## config.mk

```make
export PLATFORM = sky130hd
export DESIGN_NAME = keypad_scan
export DESIGN_NICKNAME = d
export VERILOG_FILES = /design/src/rtl/keypad_scan.sv
export SDC_FILE = /design/constraint.sdc
export NUM_CORES = 1
export LEC_CHECK = 0
export BUFFER_PORTS_ARGS = -buffer_cell sky130_fd_sc_hd__buf_2
export CAP_MARGIN = 30
export CORE_MARGIN = 10
export CORE_UTILIZATION = 29
export CTS_CLUSTER_DIAMETER = 60
export CTS_CLUSTER_SIZE = 30
export DETAILED_ROUTE_END_ITERATION = 10
export GPL_ROUTABILITY_DRIVEN = 0
export GPL_TIMING_DRIVEN = 0
export PLACE_DENSITY_LB_ADDON = 0.1
export SLEW_MARGIN = 5
export SYNTH_ARGS = -nofsm -noshare
export SYNTH_HDL_FRONTEND = slang
export SYNTH_SLANG_ARGS = --single-unit
export TNS_END_PERCENT = 20
```

## constraint.sdc

```tcl
create_clock -name clk -period 9.9 [get_ports clk]
set_clock_uncertainty 0.05 [all_clocks]
set_input_delay 0.99 -clock clk [delete_from_list [all_inputs] [get_ports clk]]
set_output_delay 0.99 -clock clk [all_outputs]
set_load 0.02 [all_outputs]
```

## src/rtl/keypad_scan.sv

```systemverilog
// Scanner and debouncer for a 3x4 matrix keypad. Produces a debounced key code
// and one-cycle strobes for digits, '*' and '#'.
module keypad_scan #(
  parameter int SCAN_HOLD = 2,
  parameter int DEBOUNCE  = 4
) (
  input  logic       clk,
  input  logic       rst,
  input  logic [3:0] key_row,
  output logic [2:0] key_col,
  output logic [9:0] num_input,
  output logic       set_time,
  output logic       star_key,
  output logic [3:0] key_code,
  output logic       key_held
);

  localparam int HW = (SCAN_HOLD > 1) ? $clog2(SCAN_HOLD) : 1;
  localparam int SW = $clog2(DEBOUNCE + 1);
  localparam logic [3:0]    NO_KEY     = 4'd15;
  localparam logic [HW-1:0] HOLD_LAST  = HW'(SCAN_HOLD - 1);
  localparam logic [SW-1:0] STABLE_MAX = SW'(DEBOUNCE);

  logic [HW-1:0] hold;
  logic [1:0]    col;
  logic [1:0]    acc_cnt;
  logic [3:0]    acc_code;
  logic [3:0]    candidate;
  logic [SW-1:0] stable_cnt;
  logic          code_changed;

  logic          sample;
  logic          frame_end;
  logic [2:0]    row_hits;
  logic [3:0]    code_next;
  logic [1:0]    cnt_next;
  logic [3:0]    frame_code;
  logic [3:0]    cand_next;
  logic [SW-1:0] stable_next;
  logic          accept;

  function automatic logic [3:0] pos_code(input logic [1:0] r, input logic [1:0] c);
    logic [3:0] code;
    if (r != 2'd3) begin
      code = 4'({2'b00, r} * 4'd3 + {2'b00, c} + 4'd1);
    end else begin
      case (c)
        2'd0:    code = 4'd10;
        2'd1:    code = 4'd0;
        default: code = 4'd11;
      endcase
    end
    return code;
  endfunction

  assign key_col  = 3'b001 << col;
  assign key_held = (key_code != NO_KEY);

  // Fold this column's rows into the frame accumulator and run the debounce
  // decision; everything is committed only on sample / frame-end cycles.
  always_comb begin
    sample    = (hold == HOLD_LAST);
    frame_end = sample && (col == 2'd2);
    row_hits  = '0;
    code_next = acc_code;
    for (int i = 0; i < 4; i++) begin
      if (key_row[i]) begin
        row_hits  = row_hits + 3'd1;
        code_next = pos_code(2'(i), col);
      end
    end
    if (({1'b0, acc_cnt} + row_hits) >= 3'd2) begin
      cnt_next = 2'd2;
    end else begin
      cnt_next = acc_cnt + row_hits[1:0];
    end
    frame_code = (cnt_next == 2'd1) ? code_next : NO_KEY;

    if (frame_code == candidate) begin
      cand_next   = candidate;
      stable_next = (stable_cnt == STABLE_MAX) ? stable_cnt : stable_cnt + 1'b1;
    end else begin
      cand_next   = frame_code;
      stable_next = SW'(1);
    end
    accept = frame_end && (stable_next == STABLE_MAX) && (cand_next != key_code);
  end

  always_ff @(posedge clk) begin
    if (rst) begin
      hold         <= '0;
      col          <= '0;
      acc_cnt      <= '0;
      acc_code     <= NO_KEY;
      candidate    <= NO_KEY;
      stable_cnt   <= '0;
      key_code     <= NO_KEY;
      code_changed <= 1'b0;
      num_input    <= '0;
      set_time     <= 1'b0;
      star_key     <= 1'b0;
    end else begin
      if (sample) begin
        hold <= '0;
        col  <= (col == 2'd2) ? 2'd0 : col + 2'd1;
      end else begin
        hold <= hold + 1'b1;
      end

      if (frame_end) begin
        acc_cnt    <= '0;
        acc_code   <= NO_KEY;
        candidate  <= cand_next;
        stable_cnt <= stable_next;
      end else if (sample) begin
        acc_cnt  <= cnt_next;
        acc_code <= code_next;
      end

      code_changed <= accept;
      if (accept) begin
        key_code <= cand_next;
      end

      // Strobes follow key_code by one cycle; a release decodes to nothing.
      num_input <= '0;
      set_time  <= 1'b0;
      star_key  <= 1'b0;
      if (code_changed) begin
        if (key_code < 4'd10) begin
          num_input <= 10'd1 << key_code;
        end else if (key_code == 4'd10) begin
          star_key <= 1'b1;
        end else if (key_code == 4'd11) begin
          set_time <= 1'b1;
        end
      end
    end
  end

endmodule

```

==> flow_metrics.env <==
export IMPL_ys_flop_type="dfxtp_1"
export IMPL_clkTransAtPathRegs_ps=70
export IMPL_cts_resized=0
export IMPL_instances_no_fill=320
export IMPL_syn_area_per_cell_sq_um=8.97
export IMPL_hpwl_microns=3380
export IMPL_cts_setup_buffers=0
export IMPL_setup_viol=0
export IMPL_fill_cells=702
export IMPL_wl_per_cell_microns=13.6
export IMPL_dpl_cell_area_sq_um=2110
export IMPL_post_route_period_util=0.476
export IMPL_yosys_top_cells_area="dfxtp_1, ha_1, nor2_1, nand2b_1, a211o_1"
export IMPL_drt_wl_total_microns=4350
export IMPL_grt_antenna_before_repair=0
export IMPL_crit_arrival_ps=4840
export IMPL_fin_setup_tns_ps=0
export IMPL_ys_warn_count=0
export IMPL_whs_ps=433
export IMPL_reg2reg_slack_ps=6570
export IMPL_finalHoldViolations=0
export IMPL_multiInputGateArea_sq_um=1160
export IMPL_grt_total_usage=0.0909
export IMPL_ys_seq_area_frac=0.351
export IMPL_pin_count=26
export IMPL_powerDensity_nw_per_um2=140
export IMPL_ys_top_cells_by_count="dfxtp_1, nor2_1, ha_1"
export IMPL_fp_dieW_microns=101
export IMPL_worst_pin_slew_ps=754
export IMPL_postLayoutCellArea_sq_um=2190
export IMPL_dr_pass1_iters=4
export IMPL_ys_ff_latch=33
export IMPL_die_area_sq_um=10100
export IMPL_cts_hold_buf=0
export IMPL_cp_start_kind="input port"
export IMPL_worstPathRequired_ps=10030
export IMPL_p_leak_uw=0.000921
export IMPL_fp_dieH_microns=101
export IMPL_synth_fp_nets=231
export IMPL_start_util=0.298
export IMPL_hold_path_class="reg -> reg"
export IMPL_endpoint="key_code[3]"
export IMPL_dp_cells=312
export IMPL_area_delta_synth_final_pct=16.3
export IMPL_netlist_instances=210
export IMPL_ff_latch_area_sq_um=661
export IMPL_synth_top_area_cell="dfxtp_1"
export IMPL_diodes=0
export IMPL_synthDistinctLibCells=54
export IMPL_reg2regPathDepth=9
export IMPL_drc=0
export IMPL_syn_area_sq_um=1880
export IMPL_period_minus_slack_ps=4710
export IMPL_nets=263
export IMPL_yosysMostFrequentCell="dfxtp_1"
export IMPL_final_antenna_net_count=0
export IMPL_grt_overflow=0
export IMPL_clock_fmax_mhz=212
export IMPL_path_class="in -> reg"
export IMPL_power_uw=307
export IMPL_status="finished, final reports clean"
export IMPL_drv_slew=0
export IMPL_drt_initial_drc_count=57
export IMPL_std_cell_rows=29
export IMPL_reg2reg_to="stable_cnt[0]"
export IMPL_final_layout_size_suffix_gt1_frac=0.185
export IMPL_tritoncts="done"
export IMPL_worstReg2RegStart="col[0]"
export IMPL_fp_coreArea_sq_um=6310
export IMPL_worstSetupStartpoint="key_row[0]"
export IMPL_critPathCaptureType="register"
export IMPL_root_buffer="clkbuf_8"
export IMPL_vias=1551
export IMPL_grt_pass1_wl_microns=7340
export IMPL_ys_async_sr_fraction=0
export IMPL_grt_pass1_vias=1506
export IMPL_port_buffers=25
export IMPL_synth_edff_count=0
export IMPL_slew_headroom=0.485
export IMPL_ctsHtreeMaxLevel=2
export IMPL_synth_top_area_frac=0.351
export IMPL_ir_drop_mv=0.0632
export IMPL_numCtsBuffers=5
export IMPL_crit_fanout=8
export IMPL_grt_max_degree=12
export IMPL_viasPerCell=4.85
export IMPL_drv_cap=0
export IMPL_insertion_delay_ps=280
export IMPL_clk_path_buf_depth=2
export IMPL_cts_num_sinks=33
export IMPL_rsz0062_at_grt="false"
-- layout by cell type (no fill, tap or decap), types with 2 or more instances in the layout --
cell,instances
a211o_1,7
a21oi_1,7
a31oi_1,2
and2_1,2
and2_2,3
and3b_1,2
buf_2,26
clkbuf_1,6
clkbuf_8,5
clkinv_2,2
dfxtp_1,33
ha_1,14
inv_1,9
mux2i_1,6
nand2_1,11
nand2b_1,12
nand4_1,3
nor2_1,32
nor2b_1,4
nor3_1,6
nor3b_1,2
nor4b_1,2
o21ai_0,2
o21bai_1,2
o22ai_1,3
o31a_1,2
or3_1,3
xnor2_1,3
xor2_1,4
-- layer usage --
metal,GRT usage,vias to the layer above,wire length (microns)
met5,0,-,0
met4,0.0293,0,47
met3,0.0295,6,180
met2,0.142,19,2000
met1,0.115,726,2130
li1,-,800,-
-- power breakdown --
part           internal, uW  switching [uW]  leakage (uW)
Sequential              136            3.21      0.000268
Combinational          27.5            40.9      0.000609
Clock                  48.5            51.1     0.0000439
Total                   212            95.2      0.000921
-- sequential cells by signal, summed over array words and instances (netlist names) --
register      cells
col               2
num_input        10
key_code          4
star_key          1
acc_cnt           2
candidate         4
stable_cnt        3
set_time          1
code_changed      1
hold              1
acc_code          4
-- worst max-delay path: stages --
cell and delay (ps):
buf_2 190, inv_1 90, ha_1 320, xor2_1 210, ha_1 270, nand2_1 50
o21ai_0 130, fa_1 460, a21boi_0 150, or2_2 300, a2111oi_0 680, o2111ai_1 280
nor4_4 370, nor2b_1 90, a211o_1 270
-- layout make-up --
| type | count | area share |
|---|---|---|
| inverter | 9 | 0.0154 |
| clock buffer | 5 | 0.0314 |
| buffer | 8 | 0.0143 |
| sequential | 33 | 0.301 |
| timing repair buffer | 25 | 0.0571 |
| tap | 77 | 0.0439 |
| clock inverter | 3 | 0.00799 |
| multi-input combinational | 160 | 0.529 |
-- how the worst min path moves through the flow --
stage,to,start,cells after the start,slack [ps]
floorplan,acc_code[0],acc_code[0],2,390
global placement,acc_cnt[0],acc_cnt[0],2,420
detailed placement,acc_cnt[0],acc_cnt[0],2,420
CTS,acc_cnt[0],acc_cnt[0],2,430
global route,acc_code[3],acc_code[3],2,470
finish,acc_cnt[0],acc_cnt[0],2,430
-- cells by family (layout without fill, tap and decap cells) --
family                     Yosys count  in the layout  synth area share
and+or+nand+nor                     91             91             0.265
AOI/OAI and AO/OA                   38             38             0.153
DFF                                 33             33             0.351
buffers and inverters               17             50            0.0345
adders and majority gates           15             15             0.104
xor gates and xnor gates             9              9            0.0531
muxes                                7              7            0.0398
-- through the flow --
| stage | utilization | worst slack [ps] |
|---|---|---|
| after floorplan | - | 5640 |
| after global placement | 0.334 | 4850 |
| after detailed placement | 0.334 | 4830 |
| after CTS | 0.347 | 5140 |
| after global routing | 0.347 | 4750 |
| final | 0.347 | 5190 |
No activity file was read; power rests on OpenSTA's default activity.
